[src/rtl/gate_clock_ctrl_pkg.sv]
// ============================================================================
// gate_clock_ctrl_pkg : state encoding, defaults and voting helpers shared by
//                       the readout gate clock controller files.
// Rev 1.0
// ============================================================================
`default_nettype none

package gate_clock_ctrl_pkg;

   typedef enum logic [1:0] {
      ST_OFF  = 2'd0,
      ST_WAKE = 2'd1,
      ST_ON   = 2'd2,
      ST_HOLD = 2'd3
   } gate_state_e;

   localparam int unsigned C_WAKE_CYCLES_DEF = 2;
   localparam int unsigned C_HOLD_W_DEF      = 4;
   localparam int unsigned C_CNT_W_DEF       = 16;

   function automatic int unsigned wake_cnt_width(input int unsigned wake_cycles);
      int unsigned w;
      w = $clog2(wake_cycles + 1);
      return (w < 1) ? 1 : w;
   endfunction

   function automatic logic maj3(input logic a, input logic b, input logic c);
      return (a & b) | (a & c) | (b & c);
   endfunction

endpackage

`default_nettype wire

[src/rtl/gate_idle_counter.sv]
// ============================================================================
// gate_idle_counter : saturating up-counter with synchronous clear (priority)
//                     and increment enable.
// Rev 1.0
// ============================================================================
`default_nettype none

module gate_idle_counter #(
   parameter int unsigned CNT_W = 16
) (
   input  logic             clk,
   input  logic             rst_n,
   input  logic             i_clear,
   input  logic             i_inc,
   output logic [CNT_W-1:0] o_count
);

   logic [CNT_W-1:0] r_count;

   always_ff @(posedge clk or negedge rst_n) begin
      if (!rst_n) begin
         r_count <= '0;
      end else if (i_clear) begin
         r_count <= '0;
      end else if (i_inc && (r_count != {CNT_W{1'b1}})) begin
         r_count <= r_count + CNT_W'(1);
      end
   end

   assign o_count = r_count;

endmodule

`default_nettype wire

[src/rtl/gate_clock_ctrl.sv]
// ============================================================================
// gate_clock_ctrl : activity-driven gate enable for a readout gated-clock cell,
//                   with wake-up settling, idle hold-off and gated-cycle monitor.
// Rev 1.0
// ============================================================================
`default_nettype none

module gate_clock_ctrl
   import gate_clock_ctrl_pkg::*;
#(
   parameter int unsigned WAKE_CYCLES = C_WAKE_CYCLES_DEF,
   parameter int unsigned HOLD_W      = C_HOLD_W_DEF,
   parameter int unsigned CNT_W       = C_CNT_W_DEF
) (
   input  logic              clk,
   input  logic              rst_n,
   input  logic              i_enable_gate,
   input  logic              i_act_req,
   input  logic              i_busy,
   input  logic [HOLD_W-1:0] i_hold_cycles,
   input  logic              i_cnt_clear,
   output logic              o_gate,
   output logic              o_gate_ready,
   output logic [CNT_W-1:0]  o_gated_cnt
);

   localparam int unsigned       WAKE_W      = wake_cnt_width(WAKE_CYCLES);
   localparam logic [WAKE_W-1:0] C_WAKE_LOAD = (WAKE_CYCLES == 0) ? '0 : WAKE_W'(WAKE_CYCLES - 1);
   localparam logic [HOLD_W-1:0] C_HOLD_RST  = {HOLD_W{1'b1}};

   gate_state_e       w_state_v;
   logic [HOLD_W-1:0] w_hold_v;
   logic [WAKE_W-1:0] w_wake_v;
   gate_state_e       w_state_nxt;
   logic [HOLD_W-1:0] w_hold_nxt;
   logic [WAKE_W-1:0] w_wake_nxt;
   logic              w_gate_nxt;
   logic              w_rdy_nxt;
   logic              w_activity;

   // Three identical copies of every state-holding register; all load the
   // same next value computed from the voted current value.
   for (genvar g = 0; g < 3; g++) begin : g_tmr
      gate_state_e       r_state;
      logic [HOLD_W-1:0] r_hold_cnt;
      logic [WAKE_W-1:0] r_wake_cnt;
      logic              r_gate;
      logic              r_rdy;
      logic [CNT_W-1:0]  w_cnt;

      always_ff @(posedge clk or negedge rst_n) begin
         if (!rst_n) begin
            r_state    <= ST_HOLD;
            r_hold_cnt <= C_HOLD_RST;
            r_wake_cnt <= '0;
            r_gate     <= 1'b1;
            r_rdy      <= 1'b1;
         end else begin
            r_state    <= w_state_nxt;
            r_hold_cnt <= w_hold_nxt;
            r_wake_cnt <= w_wake_nxt;
            r_gate     <= w_gate_nxt;
            r_rdy      <= w_rdy_nxt;
         end
      end

      gate_idle_counter #(
         .CNT_W (CNT_W)
      ) u_idle_cnt (
         .clk     (clk),
         .rst_n   (rst_n),
         .i_clear (i_cnt_clear),
         .i_inc   (~o_gate),
         .o_count (w_cnt)
      );
   end

   assign w_state_v = gate_state_e'((g_tmr[0].r_state & g_tmr[1].r_state) |
                                    (g_tmr[0].r_state & g_tmr[2].r_state) |
                                    (g_tmr[1].r_state & g_tmr[2].r_state));
   assign w_hold_v  = (g_tmr[0].r_hold_cnt & g_tmr[1].r_hold_cnt) |
                      (g_tmr[0].r_hold_cnt & g_tmr[2].r_hold_cnt) |
                      (g_tmr[1].r_hold_cnt & g_tmr[2].r_hold_cnt);
   assign w_wake_v  = (g_tmr[0].r_wake_cnt & g_tmr[1].r_wake_cnt) |
                      (g_tmr[0].r_wake_cnt & g_tmr[2].r_wake_cnt) |
                      (g_tmr[1].r_wake_cnt & g_tmr[2].r_wake_cnt);

   assign w_activity = i_act_req | i_busy;

   always_comb begin
      w_state_nxt = w_state_v;
      w_hold_nxt  = w_hold_v;
      w_wake_nxt  = w_wake_v;

      if (!i_enable_gate) begin
         // Cell already forces the clock on, so no settling is needed.
         w_state_nxt = ST_ON;
      end else begin
         case (w_state_v)
            ST_OFF: begin
               if (w_activity) begin
                  if (WAKE_CYCLES == 0) begin
                     w_state_nxt = ST_ON;
                  end else begin
                     w_state_nxt = ST_WAKE;
                     w_wake_nxt  = C_WAKE_LOAD;
                  end
               end
            end
            ST_WAKE: begin
               if (w_wake_v == '0) begin
                  w_state_nxt = ST_ON;
               end else begin
                  w_wake_nxt = w_wake_v - WAKE_W'(1);
               end
            end
            ST_ON: begin
               if (!w_activity) begin
                  if (i_hold_cycles == '0) begin
                     w_state_nxt = ST_OFF;
                  end else begin
                     w_state_nxt = ST_HOLD;
                     w_hold_nxt  = i_hold_cycles;
                  end
               end
            end
            ST_HOLD: begin
               // Activity takes precedence over an expiring hold count.
               if (w_activity) begin
                  w_state_nxt = ST_ON;
               end else if (w_hold_v == '0) begin
                  w_state_nxt = ST_OFF;
               end else begin
                  w_hold_nxt = w_hold_v - HOLD_W'(1);
               end
            end
            default: begin
               w_state_nxt = ST_HOLD;
               w_hold_nxt  = C_HOLD_RST;
            end
         endcase
      end
   end

   // Outputs are registered decodes of the current state.
   assign w_gate_nxt = (w_state_v != ST_OFF);
   assign w_rdy_nxt  = (w_state_v == ST_ON) || (w_state_v == ST_HOLD);

   assign o_gate       = maj3(g_tmr[0].r_gate, g_tmr[1].r_gate, g_tmr[2].r_gate);
   assign o_gate_ready = maj3(g_tmr[0].r_rdy,  g_tmr[1].r_rdy,  g_tmr[2].r_rdy);
   assign o_gated_cnt  = (g_tmr[0].w_cnt & g_tmr[1].w_cnt) |
                         (g_tmr[0].w_cnt & g_tmr[2].w_cnt) |
                         (g_tmr[1].w_cnt & g_tmr[2].w_cnt);

endmodule

`default_nettype wire

[config.mk]
export PLATFORM = sky130hd
export DESIGN_NAME = gate_clock_ctrl
export DESIGN_NICKNAME = d
export VERILOG_FILES = /design/src/rtl/gate_clock_ctrl_pkg.sv /design/src/rtl/gate_idle_counter.sv /design/src/rtl/gate_clock_ctrl.sv
export SDC_FILE = /design/constraint.sdc
export NUM_CORES = 1
export LEC_CHECK = 0
export CORE_UTILIZATION = 53
export CTS_CLUSTER_DIAMETER = 80
export CTS_CLUSTER_SIZE = 10
export DETAILED_ROUTE_END_ITERATION = 8
export GPL_TIMING_DRIVEN = 1
export PLACE_DENSITY = 0.73
export SLEW_MARGIN = 10
export SYNTH_ARGS = -nofsm -noshare
export SYNTH_HDL_FRONTEND = slang
export SYNTH_HIERARCHICAL = 1
export SYNTH_SLANG_ARGS = --single-unit
[constraint.sdc]
create_clock -name clk -period 2.01 [get_ports clk]
set_input_delay 0.201 -clock clk [delete_from_list [all_inputs] [get_ports clk]]
set_output_delay 0.201 -clock clk [all_outputs]
set_load 0.02 [all_outputs]
==> results.md, run 1 <==
* Outcome: finished, final reports clean
* Clock-pin slew on the worst setup and hold paths at about 0.08 ns
* Sinks on Clock Net at between 50 and 60
* Share of cells above drive strength 1 at a little under a fifth
* Place WS at 0.113 ns
* Post-synthesis adder-cell area fraction at about 5.8%
* Min-Delay Path Class: in2async
* Num CTS Buffers at 9
* Largest family of logic cells by synthesized area: simple AND/OR/NAND/NOR gates
* Post-synthesis compound-gate area fraction at about 16%
* Synth cell types at between 50 and 60
* Top post-synthesis cells by count: dfrtp_1, a21oi_1, nand2_1
* Setup bufs post-CTS at 0
* Crit path kind: reg2out
* Total of max-cap violations at 0
* Gr usage total at 25.6%
* DRT iter0 DRCs at 194
* Fin. Hold Viols at 0
* Top-count cell post-synth: dfrtp_1
* Antenna violations before repair at 0
* GR Util met3 at 4.03%
* Average routed wire per standard cell at ~17 µm
* Synth Register Bits at 58
* Routed wire length at roughly 8500 µm
* Cell Chain, Critical Path: maj3_1 -> clkdlybuf4s50_1
* ANT nets after route at 0
* Clock latency on the worst-skew pair at roughly 0.33 ns
* Seq/Total Area, Yosys at approximately 40%
* GR Util met1 at roughly 34%
* Core area at approximately 6500 µm²
* Vias in the first global route at around 3.1k
* Non-Filler Instances at 497
* Initial DRT Pass Iterations at 6
* Die Y at about 85 µm
* Ys Warns at 6
* Worst Skew at approximately 0.011 ns
* EDFF count, synth at 0
* Crit share post-route at a little over nine tenths
* IO Port Bufs at 27
* Net count after synthesis at 393
* Max-slew violation count at 0
* Inst Count DP at 480
* Post-synth ARST share at 100%
* Post-synthesis mux area share at 4.01%
* Yosys top cell area share at around a third
* Minimum clock period at between 1.5 and 2 ns
* CP max FO at 8
* Avg Inst Size Synth at ~9.6 µm²
* VDD IR max at ~0.00044 V
* Post-synthesis simple-gate area fraction at 29.6%
* Critical Path Max Stage Delay at 0.54 ns
* Synth-to-Final Area Change at 17.2%
* WP data arrival at 1.76 ns
* Power per cell area at a little under 600 nW/µm²
* Synth Instances at ~380
* Met2 GRT Util at roughly 42%
* Starting density of the core at 56.1%
* Drc violations at 0
* Ys flop type: dfrtp_1
* CTS root buf: clkbuf_8
* Final worst slack at 0.0477 ns
* Hold Slack at 0.308 ns
* H-tree depth reported by CTS at 3
* Max-slew headroom at approximately 59%
* Die width at about 85 µm
* Fin area at between 4000 and 5000 µm²
* Xor and xnor area share after synthesis at 0%
* Cell taking the most area after synthesis: dfrtp_1
* Via count at between 3k and 4k
* WP data required at between 1.5 and 2 ns
* Final net count at 429
* Final TNS setup at 0 ns
* Area after DPL at 4030 µm²
* Post-DP HPWL at just over 6000 µm
* GPL Wtd Cong at around 0.84
* P_leak at roughly 0.0017 µW
* Die Area at approximately 7200 µm²
* # diodes at 0
* GRT Max-Usage Layer: met2
* Gr ovfl total at 0
* # IOs at 28
* Fmax at roughly 0.51 GHz
* Largest net degree at the start of global routing at 35
* Top post-synthesis cells by area: dfrtp_1, dfstp_2, a21oi_1
* FILL cells at 523
* Global-route wire length before repair at 14500 µm
* CP Capture Type: primary output
* FP Rows at 29
* RSZ-0062 raised after global routing: false
* Synthesized area at about 3600 µm²
* CTS tree: done
* Vias per std cell at approximately 6.4
* Startpoint types: flop
* CP max-delay cell: clkdlybuf4s50_1
* Worst-Margin Slew at roughly 0.6 ns
* Final setup violation count at 0
* Max Root-Sink Buffers at 2
## stage by stage
step / total power (µW) / util [%]
after floorplan: 1340 / -
after global routing: 2620 / 65.7
final: 2520 / 65.7
after detailed placement: 1430 / 62.3
after global placement: 1420 / 62.3
after CTS: 2530 / 65.6
## per-layer routing
metal,wire (µm),part of all wire (%)
met1,3970,47
met4,109,1.3
met5,0,0
met3,357,4.2
met2,4090,48
## path summary, 6_finish.rpt
check	from	slack, ns	depth (start not counted)	endpoint
max	g_tmr[0].u_idle_cnt/o_count[7]	0.05	2	o_gated_cnt[7]
min	rst_n	0.31	2	g_tmr[2].u_idle_cnt/o_count[2]
max reg2reg	g_tmr[1].u_idle_cnt/o_count[1]	0.12	6	g_tmr[1].u_idle_cnt/o_count[3]
min reg2reg	g_tmr[2].r_state[1]	0.44	0	g_tmr[2].r_rdy
max in group asynchronous	rst_n	1.12	3	g_tmr[0].u_idle_cnt/o_count[9]
min in group clk	i_cnt_clear	0.41	2	g_tmr[1].u_idle_cnt/o_count[10]
## worst max-delay path: cells and delay by family, from the launching register on
kind | cells | cell delay [ns]
fa+ha+maj | 1 | 0.40
flops | 1 | 0.49
buf+inv | 1 | 0.54
## placed cells by master, fill, tap and decap left out, drive strengths merged, types with 3 or more instances in the layout
cell	count
a211oi	4
a21oi	36
and3	7
and4	7
buf	18
clkbuf	10
clkdlybuf4s50	22
clkinvlp	3
dfrtp	50
dfstp	8
ha	4
inv	15
maj3	16
mux2	12
nand2	24
nand3	10
nand3b	3
nand4	24
nor2	16
nor2b	12
nor3	5
nor4	16
o211ai	4
o21ai	15
o22ai	3
o31ai	21
or3	10
or4	23
## power breakdown
group | switching, µW | internal [µW]
Combinational | 108 | 70.5
Clock | 503 | 606
Sequential | 25.9 | 1200
Total | 636 | 1880
## cells by family (layout without fill, tap and decap cells)
logic type / Yosys count / in the layout
AOI/OAI and AO/OA: 90 / 90
adders and majority gates: 20 / 20
buffers and inverters: 34 / 75
DFF: 58 / 58
muxes: 13 / 13
and+or+nand+nor: 164 / 164
## state kept, by name, indices dropped and copies added (netlist names)
name and cells:
g_tmr.r_gate 1, g_tmr.r_hold_cnt 4, g_tmr.r_wake_cnt 2, g_tmr.r_state 2, g_tmr.r_rdy 1, g_tmr.u_idle_cnt/o_count 48
## area by class of cell
type | instances | area [µm²] | area share, %
clock buffer | 10 | 138 | 3.24
clock inverter | 6 | 66.3 | 1.56
inverter | 15 | 56.3 | 1.33
multi-input combinational | 287 | 2010 | 47.3
sequential | 58 | 1460 | 34.4
tap | 77 | 96.3 | 2.27
timing repair buffer | 44 | 419 | 9.87
## timing repair
item                                   CTS  global route
endpoints found under the hold margin    5             0
pin swaps                                0             1
setup endpoints to repair                1             4
hold buffers                             1             0
resized for setup                        1             4
gates cloned                             0             0
(Power assumes the default switching activity.)
==> inputs of run 2 (changes only) <==
- CTS_CLUSTER_DIAMETER: 80 -> 40
- CTS_CLUSTER_SIZE: 10 -> 25
- SETUP_SLACK_MARGIN: unset -> 0.02
==> results.md, run 2 (synthesis gave the netlist of run 1 again) <==
* CTS root buf: clkbuf_8
* Gr ovfl total at 0 (unchanged)
* GR Util met3 at 4.03% (unchanged)
* VDD IR max at 0.000435 V (about the same)
* FILL cells at 520 (-0.57%)
* Inst Count DP at 480 (unchanged)
* Switching Share at 25.2% (-0.15 points)
* Largest net degree at the start of global routing at 35 (unchanged)
* Sequential power share at 48.9% (about the same)
* Die Y at 84.7 µm (unchanged)
* Num CTS Buffers at 9 (unchanged)
* Vias per std cell at 6.39 (-0.81%)
* GR Util met1 at 34.0% (unchanged)
* WP data required at 1.81 ns (about the same)
* Starting density of the core at 56.1% (unchanged)
* Commonest non-fill, non-tap cell in the layout: dfrtp_1
* GPL Wtd Cong at 0.836 (unchanged)
* Outcome: finished, final reports clean
* Share of cells above drive strength 1 at 18.3% (unchanged)
* CP max FO at 6 (-2)
* Internal at 1880 µW (about the same)
* Fin area at 4250 µm² (unchanged)
* RSZ-0062 raised after global routing: false
* DRT iter0 DRCs at 190 (-2.1%)
* Fin. Hold Viols at 0 (unchanged)
* Crit path kind: reg2out
* WP data arrival at 1.74 ns (-0.02 ns)
* Clk network pwr share at 44.0% (about the same)
* Clock-pin slew on the worst setup and hold paths at 0.08 ns (about the same)
* Fmax at 0.516 GHz (+1.2%)
* Drc violations at 0 (unchanged)
* IO Port Bufs at 27 (unchanged)
* Multi-input logic area at 2010 µm² (unchanged)
* Clock latency on the worst-skew pair at 0.33 ns (about the same)
* Minimum clock period at 1.94 ns (-0.0229 ns)
* Max-slew headroom at 59.6% (+0.81 points)
* Most frequent cells in the layout: dfrtp_1, a21oi_1, nand2_1
* GRT Max-Usage Layer: met2
* Core area at 6460 µm² (unchanged)
* Post-layout util at 65.7% (unchanged)
* FP Rows at 29 (unchanged)
* Gr usage total at 25.6% (unchanged)
* Post-DP HPWL at 6110 µm (unchanged)
* Via count at 3178 (-0.81%)
* Vias in the first global route at 3054 (unchanged)
* Final worst slack at 0.0706 ns (+0.0229 ns)
* Synth-to-Final Area Change at 17.2% (unchanged)
* Die Area at 7170 µm² (unchanged)
* CP Capture Type: primary output
* Place WS at 0.113 ns (unchanged)
* H-tree depth reported by CTS at 3 (unchanged)
* Max reg flops at 48 (unchanged)
* Net Switching at 632 µW (-0.77%)
* FF/Latch Area at 1460 µm² (unchanged)
* Average routed wire per standard cell at 17.1 µm (-0.38%)
* Total of max-cap violations at 0 (unchanged)
* Final TNS setup at 0 ns (unchanged)
* Final setup violation count at 0 (unchanged)
* # diodes at 0 (unchanged)
* ANT nets after route at 0 (unchanged)
* Area after DPL at 4030 µm² (unchanged)
* CTS tree: done
* Max Root-Sink Buffers at 2 (unchanged)
* Die width at 84.7 µm (unchanged)
* Combinational fraction of design power at 7.1% (about the same)
* Final net count at 429 (unchanged)
* Initial DRT Pass Iterations at 6 (unchanged)
* Max-slew violation count at 0 (unchanged)
* Antenna violations before repair at 0 (unchanged)
* # IOs at 28 (unchanged)
* Non-Filler Instances at 497 (unchanged)
* Routed wire length at 8490 µm (-0.38%)
* Worst-Margin Slew at 0.605 ns (-0.0122 ns)
* Worst Skew at 0.0110 ns (-0.000530 ns)
* Global-route wire length before repair at 14500 µm (unchanged)
* Min-Delay Path Class: in2async
* Startpoint types: flop
* Met2 GRT Util at 42.3% (unchanged)
* P_leak at 0.00173 µW (+1.7%)
* Power per cell area at 591 nW/µm² (-0.20%)
* Sinks on Clock Net at 58 (unchanged)
* Crit share post-route at 96.5% (-1.1 points)
## run 2: cell count changes in the layout (fill, tap and decap cells not counted), sizes merged
cell and delta:
dlymetal6s2s +1, clkdlybuf4s50 -3, dlygate4sd2 +2
## run 2: final cells by class
cell class / count / share of cell area (%)
multi-input combinational: 287 / 47.3
sequential: 58 / 34.4
timing repair buffer: 44 / 9.87
clock buffer: 10 / 3.24
tap: 77 / 2.27
clock inverter: 6 / 1.56
inverter: 15 / 1.33
## run 2: worst max-delay path: stages (launching register included)
cell and delay (ns):
dfrtp_1 0.46, maj3_1 0.39, clkdlybuf4s50_1 0.55
## run 2: path summary, 6_finish.rpt
path	from	endpoint	slack, ns	cells past startpoint
worst min register to register	g_tmr[2].r_state[1]	g_tmr[2].r_rdy	0.44	0
min in group clk	i_cnt_clear	g_tmr[1].u_idle_cnt/o_count[10]	0.41	2
worst max-delay path	g_tmr[2].u_idle_cnt/o_count[4]	o_gated_cnt[4]	0.07	2
worst max register to register	g_tmr[1].u_idle_cnt/o_count[1]	g_tmr[1].u_idle_cnt/o_count[3]	0.12	6
max in group asynchronous	rst_n	g_tmr[0].u_idle_cnt/o_count[11]	1.12	3
worst min-delay path	rst_n	g_tmr[2].u_idle_cnt/o_count[3]	0.31	2
## run 2: power groups by stage
stage	clock, µW	combinational (µW)	sequential [µW]
after detailed placement	0	178	1250
after global routing	1180	203	1230
after CTS	1120	181	1230
after floorplan	0	102	1240
after global placement	0	173	1250
final	1100	178	1230
## run 2: timing repair
action,in CTS,in global routing
setup buffers,0,0
setup endpoints to repair,3,9
pin swaps,0,2
hold buffers,1,0
cloned,0,0
gates resized for setup,3,5
endpoints found under the hold margin,5,0
## run 2: layer usage
layer	up-vias	share of wire [%]
li1	1539	-
met1	1540	46
met2	85	47
met3	14	4.7
met4	0	1.4
met5	-	0
## run 2: stage by stage
stage                     total power (µW)  hold WS, ns
after floorplan                       1340      -0.0946
after global placement                1420        0.137
after detailed placement              1430        0.135
after CTS                             2530        0.307
after global routing                  2620        0.333
final                                 2510        0.310
==> inputs of run 3 (changes only) <==
- CAP_MARGIN: unset -> 20
==> results of run 3 <==
Final layout, timing and power as in run 2 (identical DEF).
